[src/rtl/uart_seq_pkg.sv]
// Shared types and constants for the UART command sequencer.
// Provides the FSM state encoding, the per-command status codes and
// the default acknowledge byte values.
package uart_seq_pkg;

  typedef enum logic [2:0] {
    IDLE,
    SEND,
    WAIT_TX,
    RESP,
    DONE
  } state_t;

  localparam logic [1:0] ST_OK      = 2'b00;
  localparam logic [1:0] ST_NAK     = 2'b01;
  localparam logic [1:0] ST_TIMEOUT = 2'b10;

  localparam logic [7:0] DEF_ACK_BYTE = 8'hA5;
  localparam logic [7:0] DEF_NAK_BYTE = 8'hEE;

endpackage

[src/rtl/resp_timeout_timer.sv]
// Inter-byte response timer.
// Counts enabled cycles since the last clear and flags when the count
// reaches TIMEOUT_CYC-1. The count parks at the terminal value.
//   clk, rst : clock, asynchronous active-high reset
//   clr      : synchronous clear (wins over en)
//   en       : count enable
//   expired  : count == TIMEOUT_CYC-1
module resp_timeout_timer
  import uart_seq_pkg::*;
#(
  parameter int TIMEOUT_CYC = 1000000
) (
  input  logic clk,
  input  logic rst,
  input  logic clr,
  input  logic en,
  output logic expired
);

  localparam int CNT_W = (TIMEOUT_CYC > 1) ? $clog2(TIMEOUT_CYC) : 1;
  localparam logic [CNT_W-1:0] TERM = CNT_W'(TIMEOUT_CYC - 1);

  logic [CNT_W-1:0] count;

  always_ff @(posedge clk or posedge rst) begin
    if (rst) begin
      count <= '0;
    end else if (clr) begin
      count <= '0;
    end else if (en && !expired) begin
      count <= count + CNT_W'(1);
    end
  end

  assign expired = (count == TERM);

endmodule

[src/rtl/uart_cmd_sequencer.sv]
// Host-side command engine for the DSO command link.
// Takes a CMD_BYTES-wide command, sends it MSB byte first through the
// UART transmit handshake, then collects resp_cnt response bytes and
// streams them out, finishing with an OK / NAK / TIMEOUT status.
//   clk, rst     : clock, asynchronous active-high reset
//   cmd_valid    : command request, accepted when cmd_ready is high
//   cmd_data     : command word, top byte sent first
//   resp_cnt     : expected response bytes (0 = no response phase)
//   cmd_ready    : engine idle
//   tx_data/trmt : byte and one-cycle strobe to the UART transmitter
//   tx_done      : transmitter done level, rising edge = byte sent
//   rx_data/rdy  : received byte and its ready level
//   clr_rdy      : one-cycle clear of rdy after a byte is taken
//   resp_valid   : one-cycle strobe qualifying resp_data
//   resp_data    : forwarded response byte
//   done         : one-cycle completion strobe
//   status       : 00 OK, 01 NAK, 10 TIMEOUT, held until next command
//   busy         : high from accept until done
module uart_cmd_sequencer
  import uart_seq_pkg::*;
#(
  parameter int         CMD_BYTES   = 3,
  parameter int         RESP_CNT_W  = 10,
  parameter int         TIMEOUT_CYC = 1000000,
  parameter logic [7:0] ACK_BYTE    = DEF_ACK_BYTE,
  parameter logic [7:0] NAK_BYTE    = DEF_NAK_BYTE
) (
  input  logic                   clk,
  input  logic                   rst,
  input  logic                   cmd_valid,
  input  logic [CMD_BYTES*8-1:0] cmd_data,
  input  logic [RESP_CNT_W-1:0]  resp_cnt,
  output logic                   cmd_ready,
  output logic [7:0]             tx_data,
  output logic                   trmt,
  input  logic                   tx_done,
  input  logic [7:0]             rx_data,
  input  logic                   rdy,
  output logic                   clr_rdy,
  output logic                   resp_valid,
  output logic [7:0]             resp_data,
  output logic                   done,
  output logic [1:0]             status,
  output logic                   busy
);

  localparam int         SH_W     = CMD_BYTES * 8;
  localparam logic [3:0] LAST_IDX = 4'(CMD_BYTES - 1);
  // If ACK and NAK are configured identical the byte is treated as ACK.
  localparam bit         NAK_DETECT = (ACK_BYTE != NAK_BYTE);

  state_t                state, state_n;
  logic [SH_W-1:0]       shift;
  logic [3:0]            byte_idx;
  logic [RESP_CNT_W-1:0] rem;
  logic                  first;
  logic                  tx_done_p1;
  logic                  tx_rise;
  logic                  capture;
  logic                  nak_hit;
  logic                  expired;
  logic                  accept;

  assign tx_data = shift[SH_W-1 -: 8];
  assign tx_rise = tx_done && !tx_done_p1;
  assign accept  = (state == IDLE) && cmd_valid;
  // rdy is still high while the UART acts on clr_rdy, so skip that cycle.
  assign capture = (state == RESP) && rdy && !clr_rdy;
  assign nak_hit = capture && first && NAK_DETECT && (rx_data == NAK_BYTE);

  resp_timeout_timer #(
    .TIMEOUT_CYC(TIMEOUT_CYC)
  ) u_timer (
    .clk    (clk),
    .rst    (rst),
    .clr    ((state != RESP) || capture),
    .en     (state == RESP),
    .expired(expired)
  );

  always_ff @(posedge clk or posedge rst) begin
    if (rst) begin
      state <= IDLE;
    end else begin
      state <= state_n;
    end
  end

  always_comb begin
    state_n   = state;
    cmd_ready = 1'b0;
    trmt      = 1'b0;
    done      = 1'b0;
    busy      = 1'b0;
    case (state)
      IDLE: begin
        cmd_ready = 1'b1;
        if (cmd_valid) state_n = SEND;
      end
      SEND: begin
        busy    = 1'b1;
        trmt    = 1'b1;
        state_n = WAIT_TX;
      end
      WAIT_TX: begin
        busy = 1'b1;
        if (tx_rise) begin
          if (byte_idx == LAST_IDX) state_n = (rem == '0) ? DONE : RESP;
          else                      state_n = SEND;
        end
      end
      RESP: begin
        busy = 1'b1;
        // A byte arriving on the terminal count takes priority.
        if (capture) begin
          if (nak_hit || rem == RESP_CNT_W'(1)) state_n = DONE;
        end else if (expired) begin
          state_n = DONE;
        end
      end
      DONE: begin
        done    = 1'b1;
        state_n = IDLE;
      end
      default: state_n = IDLE;
    endcase
  end

  always_ff @(posedge clk or posedge rst) begin
    if (rst) begin
      shift      <= '0;
      byte_idx   <= '0;
      rem        <= '0;
      first      <= 1'b0;
      status     <= ST_OK;
      resp_data  <= '0;
      resp_valid <= 1'b0;
      clr_rdy    <= 1'b0;
      tx_done_p1 <= 1'b0;
    end else begin
      tx_done_p1 <= tx_done;
      resp_valid <= capture;
      clr_rdy    <= capture;
      if (accept) begin
        shift    <= cmd_data;
        byte_idx <= '0;
        rem      <= resp_cnt;
        first    <= 1'b1;
        status   <= ST_OK;
      end
      if (state == WAIT_TX && tx_rise) begin
        shift    <= shift << 8;
        byte_idx <= byte_idx + 4'd1;
      end
      if (capture) begin
        resp_data <= rx_data;
        rem       <= rem - RESP_CNT_W'(1);
        first     <= 1'b0;
        if (nak_hit) status <= ST_NAK;
      end else if (state == RESP && expired) begin
        status <= ST_TIMEOUT;
      end
    end
  end

endmodule

[config.mk]
export PLATFORM = sky130hd
export DESIGN_NAME = uart_cmd_sequencer
export DESIGN_NICKNAME = d
export VERILOG_FILES = /design/src/rtl/uart_seq_pkg.sv /design/src/rtl/resp_timeout_timer.sv /design/src/rtl/uart_cmd_sequencer.sv
export SDC_FILE = /design/constraint.sdc
export NUM_CORES = 1
export LEC_CHECK = 0
export ABC_CLOCK_PERIOD_IN_PS = 2520
export CELL_PAD_IN_SITES_DETAIL_PLACEMENT = 2
export CELL_PAD_IN_SITES_GLOBAL_PLACEMENT = 2
export CORE_MARGIN = 2
export CORE_UTILIZATION = 28
export CTS_CLUSTER_DIAMETER = 120
export DETAILED_ROUTE_END_ITERATION = 12
export GPL_TIMING_DRIVEN = 0
export PLACE_DENSITY = 0.84
export SLEW_MARGIN = 25
export SYNTH_ARGS = -nofsm -noshare
export SYNTH_HDL_FRONTEND = slang
export SYNTH_SLANG_ARGS = --single-unit
[constraint.sdc]
create_clock -name clk -period 2.52 [get_ports clk]
set_clock_uncertainty 0.15 [all_clocks]
set_input_delay 0.63 -clock clk [delete_from_list [all_inputs] [get_ports clk]]
set_output_delay 0.63 -clock clk [all_outputs]
set_load 0.05 [all_outputs]
==> reports/qor.csv, run 1 <==
metric;value;unit
arrival;1.66;ns
clockRootBuffer;clkbuf_16;
grt-ovfl-total;0;
max-vdd-ir-drop;0.000390;V
yosysMostFrequentCell;nand2_1;
hold_buffers;0;
synthTopCellsByArea;dfrtp_1 (49%), nand2_1 (9.4%), a21oi_1 (3.8%);
synthFlopType;dfrtp_1;
tns;0;ns
critPathKind;reg2out;
die_y;120;µm
path_clk_slew;0.06;ns
cts_sinks;74;
slew_viol_final;0;
crit_fanout;4;
track_usage;18.8;%
whs;0.332;ns
p_leak;2.15;nW
dr.pass1.iters;4;
port_buffers;70;
drive_above_1_share;11.5;%
ys_ff_latch;74;
critPathLaunchType;register;
hold_viol;0;
grt_max_degree;31;
num_rows;42;
cts_buffers;9;
min_period_over_period;96.8;%
vias_per_cell;5.09;
hold_depth;2;
n_antenna_cell;0;
cp.buffers_inverters;2;
vias;3505;
min_period;2.44;ns
cp_cell_sequence;buf_4 > clkdlybuf4s50_1;
synth-seq-area-share;49.0;%
crit_cells;2;
synth_enable_flop_cells;0;
grt_pass1_wl;21.1;mm
hold_start;resp_data[2];
yosysTopAreaCell;dfrtp_1;
rsz0062_at_grt;true;
worstPathRequired;1.74;ns
syn_inst;421;
fillers;1423;
powerDensity;1140;mW/mm²
cpPeakStageDelay;0.79;ns
reg2regPathDepth;7;
drt_iter0_markers;146;
cpLargestDelayFamily;buffers and inverters;
gp_congestion;0.739;
hp-class;reg2reg;
r2r_setup_slack;0.14;ns
syn_to_final_growth;36.2;%
tightest_slew;0.647;ns
drc_errors;0;
synth_cell_types;60;
slowest_stage;clkdlybuf4s50_1;
cap_violations;0;
yosysWarnings;0;
syn_area;0.00378;mm²
dieArea;0.0144;mm²
syn_area_per_cell;8.98;µm²
nets;560;
clock_latency;0.34;ns
cts_tree;yes;
avgRoutedWirePerCell;18.9;µm
core;0.0132;mm²
hpwlAfterDp;8.88;mm
reg2reg_from;rem[0];
grt_pass1_vias;3921;
outcome;finished clean;
die_x;120;µm
whs_endpoint;resp_data[2];
setup_viol;0;
finalWirelength;13.0;mm
syn-num-nets;473;
fmax;410;MHz
io_pins;71;
cp-end-kind;output pin;
max_slew_margin;56.8;%
start_util;28.6;%
yosysTopAreaCellShare;49.0;%
async_reset_ff_share;100;%
final_antenna_net_count;0;
p_total;0.00587;W
r2r_end;state[0];
antenna_found_initial;0;
clk_path_buf_depth;2;
ctsHtreeMaxLevel;3;
synth_commonest_cells;nand2_1 (95), dfrtp_1 (74), nor2_1 (34), a21oi_1 (29), inv_1 (15);
## cell families (layout without fill, tap and decap cells)
family / after synthesis / count (layout) / share of synthesized area (%)
AND/OR/NAND/NOR: 202 / 202 / 27.1
AO/OA/AOI/OAI: 81 / 81 / 13.4
flip-flops: 74 / 74 / 49.0
buffers and inverters: 46 / 138 / 5.66
XOR/XNOR: 9 / 9 / 2.09
adder cells (fa/ha/maj): 5 / 5 / 1.66
multiplexers: 4 / 4 / 1.06
## layout make-up
| cell class | count | area (µm²) | area share (%) |
|---|---|---|---|
| Multi-Input combinational cell | 301 | 1730 | 33.6 |
| Sequential cell | 74 | 1850 | 36.0 |
| Buffer | 31 | 161 | 3.14 |
| Timing Repair Buffer | 76 | 769 | 14.9 |
| Inverter | 15 | 60.1 | 1.17 |
| Clock inverter | 6 | 114 | 2.21 |
| Tap cell | 176 | 220 | 4.28 |
| Clock buffer | 10 | 239 | 4.64 |
## registers in the layout, indices dropped and copies added (netlist names)
register       cells
tx_done_p1         1
rem               10
byte_idx           4
resp_valid         1
status             2
u_timer.count     20
state              3
resp_data          8
first              1
shift             24
## routing by layer
layer	track usage, %	wire length, µm	vias to the layer above
met1	22.8	5580	1810
li1	-	-	1642
met4	6.47	200	0
met2	33.7	6960	40
met3	3.11	255	13
met5	0	0	-
## repair_timing
item                       CTS  global route
cloned                       0             0
setup buffers                4             0
pin swaps                    0             1
resized for setup           12            11
setup endpoints to repair    6             9
hold endpoints to repair     0             0
## worst register-to-register path, stage by stage, from the launching register on
cell and delay, ns:
dfrtp_1 0.43, inv_1 0.10, ha_1 0.22, or4b_1 0.47, buf_2 0.19, nor4_4 0.22
a21oi_1 0.14, or3_1 0.33
## how the worst max path moves through the flow
stage	start	endpoint	slack, ns
6_report	resp_valid	resp_valid	0.08
5_1_grt	state[1]	done	-0.03
2_1_floorplan	state[1]	cmd_ready	0.03
3_3_place_gp	cmd_valid	shift[13]	-0.22
3_5_place_dp	cmd_valid	shift[17]	-0.27
4_1_cts	state[1]	trmt	0.004
## per-stage QoR
step | std cells | utilization, % | instance area (µm²) | setup slack [ns]
after floorplan | 421 | - | 3790 | 0.0257
after global placement | 667 | 35.7 | 4710 | -0.222
after detailed placement | 669 | 36.1 | 4760 | -0.274
after CTS | 689 | 39.0 | 5140 | 0.00444
after global routing | 689 | 39.0 | 5150 | -0.0272
final | 689 | 39.0 | 5150 | 0.0818
## where the power goes
part	leakage, nW	internal [W]	switching [W]
Combinational	1.04	0.000907	0.00157
Sequential	0.943	0.00156	0.000279
Clock	0.165	0.000997	0.000553
## cells in the final DEF, fill, tap and decap left out, types with 3 or more instances in the layout
cell | Yosys | layout
nand2_1 | 95 | 95
dfrtp_1 | 74 | 74
clkdlybuf4s50_1 | 0 | 66
nor2_1 | 34 | 33
a21oi_1 | 29 | 29
inv_1 | 15 | 14
a31oi_1 | 14 | 13
buf_4 | 9 | 13
nand3_1 | 12 | 12
clkbuf_1 | 13 | 11
clkbuf_16 | 0 | 9
xnor2_1 | 8 | 8
buf_2 | 6 | 7
nor3_1 | 8 | 7
or3_1 | 7 | 7
o21ai_0 | 6 | 6
nor4_1 | 6 | 6
o22ai_1 | 6 | 6
or4_1 | 5 | 5
ha_1 | 5 | 5
clkbuf_2 | 0 | 4
o211ai_1 | 4 | 4
a211oi_1 | 4 | 4
mux2i_1 | 4 | 4
nor2b_1 | 3 | 3
nand4_1 | 3 | 3
nand2b_1 | 3 | 3
and3_1 | 3 | 3
clkinvlp_4 | 0 | 3
bufinv_16 | 0 | 3
(Power assumes the default switching activity.)
==> inputs of run 2 (changes only) <==
--- a/config.mk
+++ b/config.mk
@@ -5,7 +5,7 @@
 export SDC_FILE = /design/constraint.sdc
 export NUM_CORES = 1
 export LEC_CHECK = 0
-export ABC_CLOCK_PERIOD_IN_PS = 2520
+export ABC_AREA = 0
 export CELL_PAD_IN_SITES_DETAIL_PLACEMENT = 2
 export CELL_PAD_IN_SITES_GLOBAL_PLACEMENT = 2
 export CORE_MARGIN = 2
@@ -14,6 +14,7 @@
 export DETAILED_ROUTE_END_ITERATION = 12
 export GPL_TIMING_DRIVEN = 0
 export PLACE_DENSITY = 0.84
+export SKIP_LAST_GASP = 1
 export SLEW_MARGIN = 25
 export SYNTH_ARGS = -nofsm -noshare
 export SYNTH_HDL_FRONTEND = slang
==> reports/qor.csv, run 2 (same netlist as run 1, synthesis figures left out) <==
metric;value;unit;change
critPathLaunchType;register;;
reg2reg_from;rem[0];;
dr.pass1.iters;4;;unchanged
clk_path_buf_depth;2;;unchanged
core;0.0132;mm²;unchanged
p_total;0.00586;W;about the same
clock_latency;0.34;ns;about the same
cts_tree;yes;;
tns;0;ns;unchanged
hold_depth;2;;unchanged
hold_viol;0;;unchanged
grt_max_degree;31;;unchanged
io_pins;71;;unchanged
final_common_cell;nand2_1;;
fmax;404;MHz;-1.5%
whs_endpoint;resp_data[2];;
pwr-share-seq;31.4;%;about the same
place_ws;-0.274;ns;unchanged
internal_power;0.00346;W;about the same
placed_cells;669;;unchanged
p_switching;0.00240;W;about the same
grt-ovfl-total;0;;unchanged
track_usage;18.8;%;unchanged
crit_fanout;10;;+6
finalWirelength;13.0;mm;about the same
max-vdd-ir-drop;0.000390;V;about the same
cp-end-kind;output pin;;
reg_top3;shift: 24 flops, u_timer.count: 20 flops, rem: 10 flops;;
setup_ws;0.0457;ns;-0.0361 ns
regMostFlops;shift;;
antenna_found_initial;0;;unchanged
arrival;1.69;ns;+0.03 ns
busiest_layer;met2;;
vias_per_cell;5.08;;-0.23%
start_util;28.6;%;unchanged
vias;3497;;-0.23%
gp_congestion;0.739;;unchanged
r2r_end;state[0];;
drt_iter0_markers;141;;-3.4%
postLayoutCellArea;0.00514;mm²;-0.15%
switching_share;40.9;%;about the same
cpPeakStageDelay;0.43;ns;-0.36 ns
use_met1;22.8;%;unchanged
num_rows;42;;unchanged
n_antenna_cell;0;;unchanged
hpwlAfterDp;8.88;mm;unchanged
cts_sinks;74;;unchanged
setup_viol;0;;unchanged
largest_reg_flops;24;;unchanged
dieArea;0.0144;mm²;unchanged
hp-class;reg2reg;;
reg2regPathDepth;7;;unchanged
p_leak;2.15;nW;about the same
avgRoutedWirePerCell;18.8;µm;about the same
max_slew_margin;54.8;%;-2.0 points
placed_cell_area;0.00476;mm²;unchanged
clockRootBuffer;clkbuf_16;;
slowest_stage;dfrtp_1;;
layout_common_cells;nand2_1 (95), dfrtp_1 (74), clkdlybuf4s50_1 (66), nor2_1 (34), a21oi_1 (29);;
drive_above_1_share;11.1;%;-0.39 points
worstPathRequired;1.74;ns;about the same
cp_cell_sequence;clkbuf_2 > nor3_1 > clkdlybuf4s18_2;;
r2r_setup_slack;0.14;ns;about the same
rsz0062_at_grt;true;;
powerDensity;1140;mW/mm²;+0.10%
grt_use_met2;33.7;%;unchanged
tightest_slew;0.676;ns;+0.0294 ns
drc_errors;0;;unchanged
grt_util_met3;3.11;%;unchanged
syn_to_final_growth;36.0;%;
grt_pass1_wl;21.1;mm;unchanged
clock_power_share;26.5;%;about the same
final_antenna_net_count;0;;unchanged
port_buffers;70;;unchanged
ctsHtreeMaxLevel;3;;unchanged
hold_start;resp_data[2];;
instances_no_fill;689;;unchanged
cap_violations;0;;unchanged
min_period_over_period;98.2;%;+1.4 points
outcome;finished clean;;
critPathKind;reg2out;;
nets;560;;unchanged
die_x;120;µm;unchanged
path_clk_slew;0.06;ns;about the same
min_period;2.47;ns;+0.0361 ns
slew_viol_final;0;;unchanged
grt_pass1_vias;3921;;unchanged
p_comb_share;42.1;%;about the same
die_y;120;µm;unchanged
cts_buffers;9;;unchanged
run 2: changes by cell type in the layout (fill, tap and decap cells not counted):
cell	previous run	this run
nor3_1	7	8
nor3_2	1	0
nor2_2	1	0
nor2_1	33	34
run 2: area by class of cell:
type | count | area (µm²)
Multi-Input combinational cell | 301 | 1720
Inverter | 15 | 60.1
Timing Repair Buffer | 76 | 769
Clock buffer | 10 | 239
Buffer | 31 | 161
Tap cell | 176 | 220
Fill cell | 1421 | 8050
Sequential cell | 74 | 1850
Clock inverter | 6 | 114
run 2: power by group through the flow:
stage	clock network, W	registers, W	logic (W)
final	0.00155	0.00184	0.00247
after global routing	0.00161	0.00189	0.00269
after detailed placement	0	0.00185	0.00241
after global placement	0	0.00182	0.00231
after CTS	0.00156	0.00184	0.00249
after floorplan	0	0.00198	0.00146
run 2: worst max-delay path by stage:
stage	cells past startpoint	slack, ns	start	endpoint
4_1_cts	3	0.004	state[1]	trmt
3_3_place_gp	5	-0.22	cmd_valid	shift[13]
2_1_floorplan	2	0.03	state[1]	cmd_ready
5_1_grt	3	-0.08	state[1]	cmd_ready
6_report	3	0.05	state[1]	cmd_ready
3_5_place_dp	5	-0.27	cmd_valid	shift[17]
run 2: stage by stage:
stage | hold slack (ns) | utilization, %
3_5_place_dp | 0.328 | 36.1
2_1_floorplan | 0.297 | -
4_1_cts | 0.344 | 39.0
3_3_place_gp | 0.310 | 35.7
6_report | 0.332 | 39.0
5_1_grt | 0.364 | 39.0
run 2: repair_timing:
action                                  in CTS  in global routing
pin swaps                                    0                  1
buffers inserted                             4                  0
endpoints found under the setup margin       6                  9
hold buffers                                 0                  0
resized for setup                           12                  9
run 2: routing by layer:
layer | wire length [µm] | part of all wire [%]
met1 | 5630 | 43
met2 | 6910 | 53
met3 | 244 | 1.9
met4 | 204 | 1.6
met5 | 0 | 0
run 2: worst max-delay path, delay by kind of cell, from the launching register on:
family / cells / cell delay [ns]
buf+inv: 2 / 0.64
simple gates: 1 / 0.27
flops: 1 / 0.43
==> inputs of run 3 (changes only) <==
--- a/config.mk
+++ b/config.mk
@@ -6,6 +6,7 @@
 export NUM_CORES = 1
 export LEC_CHECK = 0
 export ABC_AREA = 0
+export CAP_MARGIN = 20
 export CELL_PAD_IN_SITES_DETAIL_PLACEMENT = 2
 export CELL_PAD_IN_SITES_GLOBAL_PLACEMENT = 2
 export CORE_MARGIN = 2
==> results of run 3 <==
Final layout, timing and power as in run 2 (identical DEF).
